## src/rtl/axi_lite_pkg.sv

```systemverilog
// Shared AXI4-Lite definitions: response codes, write-channel FSM states
// and the byte-lane merge used when committing strobed writes.
package axi_lite_pkg;

  localparam logic [1:0] AXI_RESP_OKAY   = 2'b00;
  localparam logic [1:0] AXI_RESP_SLVERR = 2'b10;

  typedef enum logic [1:0] {
    W_IDLE,
    W_ADDR,
    W_DATA,
    W_RESP
  } wr_state_e;

  function automatic logic [7:0] byte_merge(
    input logic [7:0] old_byte,
    input logic [7:0] new_byte,
    input logic       strb
  );
    return strb ? new_byte : old_byte;
  endfunction

endpackage

```

## src/rtl/axi_lite_reg_bank.sv

```systemverilog
// AXI4-Lite slave register file: NUM_REGS x DATA_W words with byte strobes,
// read-only slots sourced from reg_in, per-register write pulses and SLVERR.
module axi_lite_reg_bank
  import axi_lite_pkg::*;
#(
  parameter int DATA_W = 32,
  parameter int NUM_REGS = 16,
  parameter int ADDR_W = 8,
  parameter logic [NUM_REGS-1:0] RO_MASK = '0,
  parameter logic [NUM_REGS*DATA_W-1:0] RESET_VAL = '0
) (
  input  logic                       clk,
  input  logic                       rst_n,
  input  logic [ADDR_W-1:0]          s_axi_awaddr,
  input  logic                       s_axi_awvalid,
  output logic                       s_axi_awready,
  input  logic [DATA_W-1:0]          s_axi_wdata,
  input  logic [DATA_W/8-1:0]        s_axi_wstrb,
  input  logic                       s_axi_wvalid,
  output logic                       s_axi_wready,
  output logic [1:0]                 s_axi_bresp,
  output logic                       s_axi_bvalid,
  input  logic                       s_axi_bready,
  input  logic [ADDR_W-1:0]          s_axi_araddr,
  input  logic                       s_axi_arvalid,
  output logic                       s_axi_arready,
  output logic [DATA_W-1:0]          s_axi_rdata,
  output logic [1:0]                 s_axi_rresp,
  output logic                       s_axi_rvalid,
  input  logic                       s_axi_rready,
  output logic [NUM_REGS*DATA_W-1:0] reg_out,
  input  logic [NUM_REGS*DATA_W-1:0] reg_in,
  output logic [NUM_REGS-1:0]        reg_wr_pulse
);

  localparam int IDX_W = ADDR_W - 2;
  localparam int NB = DATA_W / 8;
  localparam logic [IDX_W:0] NUM_REGS_L = (IDX_W + 1)'(NUM_REGS);

  wr_state_e state, state_nxt;

  logic                ready_en;
  logic                aw_held;
  logic                w_held;
  logic [IDX_W-1:0]    wr_idx;
  logic [DATA_W-1:0]   wdata_q;
  logic [NB-1:0]       wstrb_q;
  logic [1:0]          bresp_q;
  logic [NUM_REGS-1:0] pulse_q;
  logic [DATA_W-1:0]   regs [NUM_REGS];

  logic                rvalid_q;
  logic [DATA_W-1:0]   rdata_q;
  logic [1:0]          rresp_q;

  logic aw_hs, w_hs, ar_hs, commit;
  logic wr_in_range, wr_ro, wr_ok;
  logic [IDX_W-1:0]  rd_idx;
  logic              rd_in_range;
  logic [DATA_W-1:0] rd_val;

  // Sub-word address bits carry no meaning for word-wide registers.
  logic unused_addr_bits;
  assign unused_addr_bits = ^{s_axi_awaddr[1:0], s_axi_araddr[1:0]};

  assign s_axi_bvalid  = (state == W_RESP);
  assign s_axi_bresp   = bresp_q;
  assign s_axi_awready = ready_en && !aw_held && !s_axi_bvalid;
  assign s_axi_wready  = ready_en && !w_held && !s_axi_bvalid;
  assign s_axi_arready = ready_en && !rvalid_q;
  assign s_axi_rvalid  = rvalid_q;
  assign s_axi_rdata   = rdata_q;
  assign s_axi_rresp   = rresp_q;
  assign reg_wr_pulse  = pulse_q;

  assign aw_hs  = s_axi_awvalid && s_axi_awready;
  assign w_hs   = s_axi_wvalid && s_axi_wready;
  assign ar_hs  = s_axi_arvalid && s_axi_arready;
  assign commit = aw_held && w_held;

  // Readies stay low until the first edge after reset release.
  always_ff @(posedge clk or negedge rst_n) begin
    if (!rst_n) ready_en <= 1'b0;
    else        ready_en <= 1'b1;
  end

  always_ff @(posedge clk or negedge rst_n) begin
    if (!rst_n) state <= W_IDLE;
    else        state <= state_nxt;
  end

  always_comb begin
    state_nxt = state;
    case (state)
      W_IDLE: begin
        if (aw_hs)     state_nxt = W_ADDR;
        else if (w_hs) state_nxt = W_DATA;
      end
      W_ADDR, W_DATA: if (commit) state_nxt = W_RESP;
      W_RESP:         if (s_axi_bready) state_nxt = W_IDLE;
      default:        state_nxt = W_IDLE;
    endcase
  end

  always_ff @(posedge clk or negedge rst_n) begin
    if (!rst_n) begin
      aw_held <= 1'b0;
      w_held  <= 1'b0;
    end else if (commit) begin
      aw_held <= 1'b0;
      w_held  <= 1'b0;
    end else begin
      if (aw_hs) aw_held <= 1'b1;
      if (w_hs)  w_held  <= 1'b1;
    end
  end

  always_ff @(posedge clk) begin
    if (aw_hs) wr_idx <= s_axi_awaddr[ADDR_W-1:2];
    if (w_hs) begin
      wdata_q <= s_axi_wdata;
      wstrb_q <= s_axi_wstrb;
    end
  end

  always_comb begin
    wr_in_range = ({1'b0, wr_idx} < NUM_REGS_L);
    wr_ro = 1'b0;
    for (int i = 0; i < NUM_REGS; i++) begin
      if (wr_idx == IDX_W'(i)) wr_ro = RO_MASK[i];
    end
    wr_ok = wr_in_range && !wr_ro;
  end

  always_ff @(posedge clk or negedge rst_n) begin
    if (!rst_n) begin
      for (int i = 0; i < NUM_REGS; i++) regs[i] <= RESET_VAL[i*DATA_W +: DATA_W];
    end else if (commit && wr_ok) begin
      for (int i = 0; i < NUM_REGS; i++) begin
        if (wr_idx == IDX_W'(i)) begin
          for (int b = 0; b < NB; b++) begin
            regs[i][b*8 +: 8] <= byte_merge(regs[i][b*8 +: 8], wdata_q[b*8 +: 8], wstrb_q[b]);
          end
        end
      end
    end
  end

  // Pulse lasts exactly the cycle after commit; bresp holds until the next commit.
  always_ff @(posedge clk or negedge rst_n) begin
    if (!rst_n) begin
      bresp_q <= AXI_RESP_OKAY;
      pulse_q <= '0;
    end else begin
      pulse_q <= '0;
      if (commit) begin
        bresp_q <= wr_ok ? AXI_RESP_OKAY : AXI_RESP_SLVERR;
        for (int i = 0; i < NUM_REGS; i++) pulse_q[i] <= wr_ok && (wr_idx == IDX_W'(i));
      end
    end
  end

  for (genvar g = 0; g < NUM_REGS; g++) begin : g_out
    assign reg_out[g*DATA_W +: DATA_W] = RO_MASK[g] ? '0 : regs[g];
  end

  assign rd_idx = s_axi_araddr[ADDR_W-1:2];

  always_comb begin
    rd_in_range = ({1'b0, rd_idx} < NUM_REGS_L);
    rd_val = '0;
    for (int i = 0; i < NUM_REGS; i++) begin
      if (rd_idx == IDX_W'(i)) rd_val = RO_MASK[i] ? reg_in[i*DATA_W +: DATA_W] : regs[i];
    end
  end

  // Read data is captured from the pre-commit register value on a colliding edge.
  always_ff @(posedge clk or negedge rst_n) begin
    if (!rst_n) begin
      rvalid_q <= 1'b0;
      rdata_q  <= '0;
      rresp_q  <= AXI_RESP_OKAY;
    end else if (ar_hs) begin
      rvalid_q <= 1'b1;
      rdata_q  <= rd_in_range ? rd_val : '0;
      rresp_q  <= rd_in_range ? AXI_RESP_OKAY : AXI_RESP_SLVERR;
    end else if (rvalid_q && s_axi_rready) begin
      rvalid_q <= 1'b0;
    end
  end

endmodule

```

## config.mk

```make
export PLATFORM = sky130hd
export DESIGN_NAME = axi_lite_reg_bank
export DESIGN_NICKNAME = d
export VERILOG_FILES = /design/src/rtl/axi_lite_pkg.sv /design/src/rtl/axi_lite_reg_bank.sv
export SDC_FILE = /design/constraint.sdc
export NUM_CORES = 1
export LEC_CHECK = 0
export BUFFER_PORTS_ARGS = -buffer_cell sky130_fd_sc_hd__buf_2
export CORE_AREA = 2 2 445 447
export DETAILED_ROUTE_END_ITERATION = 6
export DIE_AREA = 0 0 447 449
export PLACE_DENSITY = 0.3
export SYNTH_ARGS = -nofsm -noshare
export SYNTH_HDL_FRONTEND = slang
export SYNTH_SLANG_ARGS = --single-unit
```

## constraint.sdc

```tcl
create_clock -name clk -period 5.35 [get_ports clk]
set_input_delay 0.535 -clock clk [delete_from_list [all_inputs] [get_ports clk]]
set_output_delay 0.535 -clock clk [all_outputs]
set_load 0.005 [all_outputs]
```

======== Word-level counts from Yosys, hierarchy flattened ========
Cells that the tools add are included.
storage, ports and cells
  bits in writable memories ............... 0
  output and inout bits ................... 569
  logic and storage cells ................. 248
  memories kept ........................... 0
  memory bits (read-only) ................. 0
  latch bits .............................. 0
  register bits after elaboration ......... 612
  bits of input ports ..................... 571
operators by class
  reduce and logical (&&, ||, !) cells .... 103
  magnitude comparators ................... 2
  multiplexer cells ....................... 31
  bitwise operators ....................... 0
  shifts and indexed selects .............. 0
  multipliers ............................. 0
  equal/unequal tests ..................... 36
  $add $sub $neg .......................... 0
  divide/modulo/power cells ............... 0
operators by type and width
  operator                                                                       count
  32-bit two-way mux                                                             17
  3-bit AND reduction                                                            65
  6-bit by 4-bit equality test with 1-bit output (second input constant)         16
  6-bit by 3-bit equality test with 1-bit output (second input constant)         8
  1-bit logical AND                                                              27
  6-bit by 2-bit equality test with 1-bit output (second input constant)         4
  16-bit two-way mux                                                             1
  6-bit by 1-bit equality test with 1-bit output (second input constant)         2
  6-bit logical NOT                                                              2
  6-bit by 5-bit less-than comparator with 1-bit output (second input constant)  2
  2-bit two-way mux                                                              6
  1-bit two-way mux                                                              6
  2-bit case mux with 3 select lines                                             1
  2-bit nonzero test                                                             3
  2-bit equality test (second input constant)                                    2
  1-bit logical NOT                                                              4
  3-bit != test (second input constant)                                          1
  2-bit by 1-bit equality test with 1-bit output (second input constant)         1
  2-bit logical NOT                                                              1
  2-bit by 1-bit != test with 1-bit output (second input constant)               1
  2-bit != test (second input constant)                                          1
  2-bit OR reduction                                                             1

======== Longest topological paths before layout ========
Gate-level depths: netlist of the first run.
  word-level depth ........................ 18
  mapped depth ............................ 10
  depth with buffers taken out ............ 6

======== Worst setup path after synthesis of the first run ========
Ideal clock, no wire load.
  path kind ............................... flip-flop to flip-flop
  start point ............................. reg state[0]
  end point ............................... reg state[0]
  period minus slack after synthesis ...... 4.422 ns
  arrival ................................. 4.297 ns
  required time ........................... 5.225 ns
  setup time .............................. 0.125 ns
  path slack .............................. 0.928 ns
  cell stages (with the launch flop) ...... 7
  buffers on the path ..................... 0
  cell sequence ........................... dfrtp_1 -> ha_1 -> nand2b_1 -> nor3b_1 -> nor2_1 -> a221o_1 -> mux2_2
between the ends
  word-level cells in the longest chain between the ends .. 6
  elaborated cells on any way between the ends .. 16
  classes of those cells .................. 6 x eq/ne; 2 x mux; 8 x reduce/logical
ends and longest elaborated chain
  element                        RTL line                 text
  start, declared                axi_lite_reg_bank.sv:40  wr_state_e state, state_nxt;
  start signal, assigned         axi_lite_reg_bank.sv:89  else state <= state_nxt;
  2-bit equality test            axi_lite_reg_bank.sv:66  assign s_axi_bvalid = (state == W_RESP);
  named net s_axi_bvalid         axi_lite_reg_bank.sv:22  output logic s_axi_bvalid,
  1-bit logical NOT              axi_lite_reg_bank.sv:69  assign s_axi_wready = ready_en && !w_held && !s_axi_bvalid;
  1-bit logical AND              axi_lite_reg_bank.sv:69
  1-bit logical AND              axi_lite_reg_bank.sv:77  assign w_hs = s_axi_wvalid && s_axi_wready;
  named net w_hs                 axi_lite_reg_bank.sv:56  logic aw_hs, w_hs, ar_hs, commit;
  3-bit != test (no line)        -
  3-bit AND reduction (no line)  -
The timed path passes the listed nets, and every way through them passes these cells.
A chain may end at the register's enable or synchronous reset.

======== Worst setup path in the final report of the first run ========
  start point ............................. reg wr_idx[2]
  end point ............................... reg regs, in the netlist reg_out[47]
between the ends
  word-level cells in the longest chain between the ends .. 3
  elaborated cells on any way between the ends .. 4
  classes of those cells .................. 1 x order compare; 1 x eq/ne; 2 x reduce/logical
ends and longest elaborated chain
  element                                                RTL line                  text
  start, declared                                        axi_lite_reg_bank.sv:45   logic [IDX_W-1:0] wr_idx;
  start signal, assigned                                 axi_lite_reg_bank.sv:119  if (aw_hs) wr_idx <= s_axi_awaddr[ADDR_W-1:2];
  6-bit by 5-bit less-than comparator with 1-bit output  axi_lite_reg_bank.sv:127  wr_in_range = ({1'b0, wr_idx} < NUM_REGS_L);
  1-bit logical AND                                      axi_lite_reg_bank.sv:138  end else if (commit && wr_ok) begin
  3-bit AND reduction (no line) *                        -
  end signal, assigned by index                          axi_lite_reg_bank.sv:142  regs[i][b*8 +: 8] <= byte_merge(regs[i][b*8 +: 8], wdata_q[b*8 +: 8], wstrb_q[b]);
  end, declared                                          axi_lite_reg_bank.sv:50   logic [DATA_W-1:0] regs [NUM_REGS];
Mark *: on every way between the ends. The rest lies on a longest branch, timed or not.

==> flow_metrics.tcl, run 1 <==
set metrics [dict create \
    core-area_um2 196200 \
    final-setup-viol-count 0 \
    vias 21320 \
    hp-class "input port to flip-flop" \
    grt_use_met1 0.2268 \
    dieArea_um2 200700 \
    outcome "finished, final reports clean" \
    cp_cell_sequence "or4_1, nor2_1, nand2_1, mux2_2" \
    end_kind "flip-flop" \
    synthCells 1997 \
    num_rows 163 \
    r2r-end "reg_out[47]" \
    pre_cts_slack_ns 1.525 \
    yosys_warnings 0 \
    p_per_area_nw_per_um2 316.2 \
    power.share.combinational 0.082 \
    stdcell_count 5410 \
    synth_edf_count 42 \
    die_h_um 449 \
    cp_top_family "simple AND/OR/NAND/NOR gates" \
    internal_power_uw 8327 \
    post-place-cells 5206 \
    cts_setup_buffers 0 \
    yosysUniqueCellTypes 71 \
    min_path_cells 4 \
    grt_pass1_wl_um 232500 \
    grt.total_usage 0.1740 \
    area.growth.synth_to_final_pct 36.11 \
    drt_iter0_markers 1240 \
    min_from "s_axi_bready" \
    max-clock-path-buffers 3 \
    remaining_drc_errors 0 \
    p_clk_frac 0.480 \
    fin_util 0.1879 \
    critPathSlowestCell "nor2_1" \
    wire_per_inst_um 32.92 \
    synth.yosys.seq_area_share 0.5713 \
    slew_violations 0 \
    worstSetupStartpointType "flip-flop" \
    met3_usage 0.06395 \
    grt-ovfl-total 0 \
    start_util 0.1381 \
    slew_headroom 0.07935 \
    crit_fanout 8 \
    cts_buffers 83 \
    drive_above_1_share 0.5185 \
    cts.sinks 610 \
    gp_congestion 0.7746 \
    synth-async-reset-ratio 0.9311 \
    rsz0062_at_grt "no" \
    netlist_area_um2 27090 \
    reg2regPathDepth 4 \
    ios 1140 \
    postLayoutSetupSlackWorst_ns 1.681 \
    crit_arrival_ns 4.25 \
    required_ns 5.93 \
    clk_latency_ns 0.73 \
    ir_drop_mv 0.2415 \
    pwr-share-seq 0.438 \
    final_cell_mix "buf_2, dfrtp_1, mux2_2" \
    final_nets 3269 \
    htree_levels 3 \
    cts-root-buf "clkbuf_16" \
    place_hpwl_um 134000 \
    fmax_mhz 272.5 \
    synth-main-ff-cell "dfrtp_1" \
    power_uw 11660 \
    grt_busiest_layer "met2" \
    drtAntennaViolNets 0 \
    regToRegSetupSlack_ns 1.68 \
    drt-pass1-iter-count 5 \
    fp.dieW_um 447 \
    grt_max_degree 98 \
    antenna_found_initial 23 \
    tns_ns 0 \
    synth-seq-cells 610 \
    tritoncts "built" \
    first_global_vias 22220 \
    cts_repair_resize_count 0 \
    vias_per_cell 3.941 \
    portBuffers 621 \
    grt_use_met2 0.2685 \
    min_to "state[1]" \
    path_clk_slew_ns 0.06 \
    final_common_cell "buf_2" \
    min_period_ns 3.669 \
    clock_skew_ns 0.04300 \
    fin_crit_sh 0.6858 \
    p_sw_uw 3330 \
    routed_wl_um 178100 \
    swShare 0.2857 \
    critical_path_class "flip-flop to flip-flop" \
    p_leak_uw 0.01832 \
    critPathMaxStageDelay_ns 1.03 \
    avgSynthCellArea_um2 13.56 \
    worst-path-buf-inv 0 \
    cap_viol_max_count 0 \
    timing.rr.start "wr_idx[2]" \
    worst_slew_pin_slew_ns 1.377 \
    hold_viol 0 \
]
[routing by layer]
| metal | vias to the layer above | wire length, um |
|---|---|---|
| li1 | 8978 | - |
| met1 | 11400 | 78670 |
| met2 | 783 | 78800 |
| met3 | 158 | 15300 |
| met4 | 4 | 5282 |
| met5 | - | 21 |
[worst max-delay path by stage]
stage | startpoint | end | slack [ns] | depth (start not counted)
6_report | wr_idx[2] | reg_out[47] | 1.68 | 4
5_1_grt | wr_idx[4] | reg_out[243] | 1.55 | 5
4_1_cts | wr_idx[4] | reg_out[244] | 1.65 | 5
3_5_place_dp | s_axi_araddr[6] | s_axi_rdata[12] | 1.53 | 8
3_3_place_gp | s_axi_araddr[2] | s_axi_rdata[17] | 1.56 | 7
2_1_floorplan | state[0] | state[0] | 0.93 | 6
[power groups by stage]
stage          Clock (uW)  Sequential, uW  Combinational (uW)
6_report             5600            5100                 954
5_1_grt              5970            5140                1040
4_1_cts              5800            5110                 992
3_5_place_dp            0            5200                 965
3_3_place_gp            0            5190                 966
2_1_floorplan           0            5020                 419
[metrics by stage]
stage                     instance area [um^2]  hold WS (ns)
after CTS                                36840        0.2716
final                                    36870        0.3322
after detailed placement                 33740        0.4786
after global routing                     36840        0.3149
after global placement                   33740        0.4767
after floorplan                          27090        0.2394
[synthesized netlist by cell type (4+ instances only)]
cell       count  area, um^2
o21ai_0       61       305.3
nand2_1      133       499.2
nand2b_1      10       62.56
o221ai_1      21       183.9
clkbuf_1      78       292.8
a21o_1        12       90.09
nand4_1        9       56.30
a21oi_1       40       200.2
and3_1         7       43.79
mux2_2       535        6025
o22ai_1       31       193.9
mux4_2        34       765.7
a31oi_1        5       31.28
buf_4          6       45.04
a222oi_1      19       190.2
mux2i_1       23       230.2
o221a_2        5       56.30
inv_1          8       30.03
nor4_1         6       37.54
nor2_2         4       25.02
nand3_1       16       80.08
a22oi_1       38       285.3
o311ai_0       4       35.03
dfrtp_1      568       14210
nor3_1        28       140.1
o2bb2ai_1      5       43.79
nor2_1        73       274.0
a2bb2oi_1      8       70.07
nor2b_1        6       37.54
a211oi_1       6       45.04
o211ai_1       4       30.03
a221oi_1      14       122.6
a22o_1        16       140.1
nand3b_1       5       37.54
a221o_1       15       150.1
buf_6          4       45.04
buf_2         39       195.2
edfxtp_1      42        1261
[worst min-delay path, cell delays in order]
cell,delay (ns)
buf_2,0.10
nor2b_1,0.12
a221o_1,0.18
mux2i_1,0.08
[final cells by class]
class / instances / area (um^2)
antenna: 12 / 30.03
clock buffer: 124 / 2362
clock inverter: 24 / 291.5
fill: 21670 / 159300
inverter: 8 / 30.03
multi-input combinational: 1250 / 11140
sequential: 610 / 15470
tap: 2640 / 3303
timing repair buffer: 742 / 4237
[repair_timing]
item                                   CTS  global route
setup endpoints to repair                0             0
endpoints found under the hold margin  111             0
hold buffers                            44             0
[flip-flops by register name, indices dropped and copies added, names as in the netlist]
register      count
aw_held           1
s_axi_bresp       1
ready_en          1
state             2
s_axi_rvalid      1
w_held            1
wstrb_q           4
s_axi_rdata      32
s_axi_rresp       1
wr_idx            6
reg_wr_pulse     16
reg_out         512
wdata_q          32
[kinds of logic after synthesis]
family | Yosys count | synth area share
AO/OA/AOI/OAI | 330 | 0.08897
adder cells (fa/ha/maj) | 3 | 0.001386
buffers and inverters | 138 | 0.02287
flip-flops | 610 | 0.5713
multiplexers | 593 | 0.2596
other | 2 | 0.0002773
AND/OR/NAND/NOR | 321 | 0.05557
No activity file was read; power rests on OpenSTA's default activity.
==> run 2: changes to the inputs <==
==> constraint.sdc (replaced) <==
create_clock -name clk -period 3.5 [get_ports clk]
set_input_delay 0.35 -clock clk [delete_from_list [all_inputs] [get_ports clk]]
set_output_delay 0.35 -clock clk [all_outputs]
set_load 0.005 [all_outputs]
==> run 2 against run 1 <==
Final cell count up 1.7%. Fmax rose by 16%. Sequential share of layout area down 0.91 points. Routed wire length barely moved. Combinational power grew 59%. Clock power is 57% higher. Critical path type unchanged. Largest cell class unchanged. Largest power group unchanged.
==> flow_metrics.tcl, run 2 (synthesis gave the netlist of run 1 again) <==
set metrics [dict create \
    outcome "finished, final reports clean" \
    worst_slew_pin_slew_ns 1.109 \
    dieArea_um2 200700 \
    p_clk_frac 0.486 \
    drt-pass1-iter-count 5 \
    fp.dieW_um 447 \
    crit_fanout 8 \
    grt_pass1_wl_um 232300 \
    drt_iter0_markers 1321 \
    tritoncts "built" \
    vias 21600 \
    power.share.combinational 0.084 \
    num_rows 163 \
    required_ns 4.10 \
    seq_area_um2 15470 \
    hold_viol 0 \
    drtAntennaViolNets 0 \
    max-clock-path-buffers 3 \
    grt.total_usage 0.1735 \
    antenna_found_initial 24 \
    min_period_ns 3.176 \
    gp_congestion 0.7620 \
    ios 1140 \
    cap_viol_max_count 0 \
    drive_above_1_share 0.5331 \
    ir_drop_mv 0.3022 \
    worstSetupStartpointType "flip-flop" \
    wire_per_inst_um 32.38 \
    core-area_um2 196200 \
    path_clk_slew_ns 0.06 \
    crit_arrival_ns 3.77 \
    critPathSlowestCell "nor2_1" \
    fin_util 0.1921 \
    pwr-share-seq 0.431 \
    slew_headroom 0.2609 \
    place_hpwl_um 136700 \
    regToRegSetupSlack_ns 0.32 \
    cp_cell_sequence "nor2_1, nand3b_1, buf_4, nor2_1, nand2_1, mux2_2" \
    area.growth.synth_to_final_pct 39.12 \
    start_util 0.1381 \
    hp-class "input port to flip-flop" \
    cts-root-buf "clkbuf_16" \
    p_per_area_nw_per_um2 480.8 \
    die_h_um 449 \
    routed_wl_um 178100 \
    critical_path_class "flip-flop to flip-flop" \
    cpMostUsedCell "nor2_1" \
    largest_reg_flops 512 \
    multiInputGateArea_um2 11140 \
    final_common_cell "buf_2" \
    remaining_drc_errors 0 \
    final_cell_mix "buf_2, dfrtp_1, mux2_2" \
    htree_levels 3 \
    tns_ns 0 \
    clk_latency_ns 0.74 \
    final_nets 3360 \
    internal_power_uw 12940 \
    cts_buffers 84 \
    clock_skew_ns 0.06507 \
    portBuffers 621 \
    p_sw_uw 5180 \
    vias_per_cell 3.927 \
    first_global_vias 22450 \
    worst-path-buf-inv 1 \
    end_kind "flip-flop" \
    swShare 0.2859 \
    cts.sinks 610 \
    rsz0062_at_grt "no" \
    nFillCells 21690 \
    critPathMaxStageDelay_ns 0.76 \
    slew_violations 0 \
    p_leak_uw 0.01879 \
    cts_repair_resize_count 0 \
    fmax_mhz 314.9 \
    fin_crit_sh 0.9073 \
    grt_max_degree 73 \
    grt-ovfl-total 0 \
    cp_top_family "simple AND/OR/NAND/NOR gates" \
    final-setup-viol-count 0 \
]
-- run 2: worst min-delay path, delay by kind of cell --
| kind | cells | cell delay, ns |
|---|---|---|
| compound gates | 1 | 0.17 |
| mux | 1 | 0.09 |
| buf+inv | 1 | 0.10 |
| simple gates | 1 | 0.11 |
-- run 2: cell type report --
class	count	share of cell area
Timing Repair Buffer	832	0.1320
Clock buffer	123	0.06262
Sequential cell	610	0.4107
Antenna cell	7	0.0004649
Inverter	8	0.0007969
Multi-Input combinational cell	1250	0.2956
Tap cell	2640	0.08766
Clock inverter	30	0.01019
-- run 2: path summary, 6_finish.rpt --
check	from	end	depth (start not counted)
worst max-delay path	wr_idx[5]	reg_out[351]	6
worst min-delay path	s_axi_bready	state[1]	4
worst max register to register	wr_idx[5]	reg_out[351]	6
worst min register to register	s_axi_rdata[14]	s_axi_rdata[14]	2
max in group asynchronous	rst_n	reg_out[273]	4
min in group asynchronous	rst_n	reg_out[2]	2
-- run 2: power by group through the flow --
| stage | sequential [uW] | clock [uW] | combinational, uW |
|---|---|---|---|
| finish | 7800 | 8800 | 1520 |
| CTS | 7820 | 9130 | 1570 |
| floorplan | 7670 | 0 | 641 |
| global placement | 7940 | 0 | 1520 |
| detailed placement | 7940 | 0 | 1520 |
| global route | 7850 | 9370 | 1640 |
-- run 2: metrics by stage --
step | setup slack (ns) | area, um^2 | total power, uW | hold slack [ns] | instances
6_report | 0.3244 | 37680 | 18120 | 0.1243 | 5500
5_1_grt | 0.2534 | 37670 | 18850 | 0.1099 | 5495
4_1_cts | 0.2833 | 37660 | 18510 | 0.05271 | 5493
3_5_place_dp | 0.3112 | 34480 | 9463 | 0.3495 | 5296
3_3_place_gp | 0.2995 | 34480 | 9468 | 0.3531 | 5296
2_1_floorplan | 0.3465 | 27090 | 8313 | 0.05441 | 1998
-- run 2: per-layer routing --
metal  wire [um]  up-vias  global-route usage  share of wire
li1            -     9151                   -              -
met1       79050    11490              0.2283           0.44
met5          32        -                   0        0.00018
met4        4974        4             0.04571          0.028
met3       16050      150             0.06563          0.090
met2       77950      809              0.2645           0.44
-- run 2: timing repair --
action	4_1_cts	5_1_grt
buffers inserted	0	0
hold buffers	44	0
hold endpoints to repair	86	0
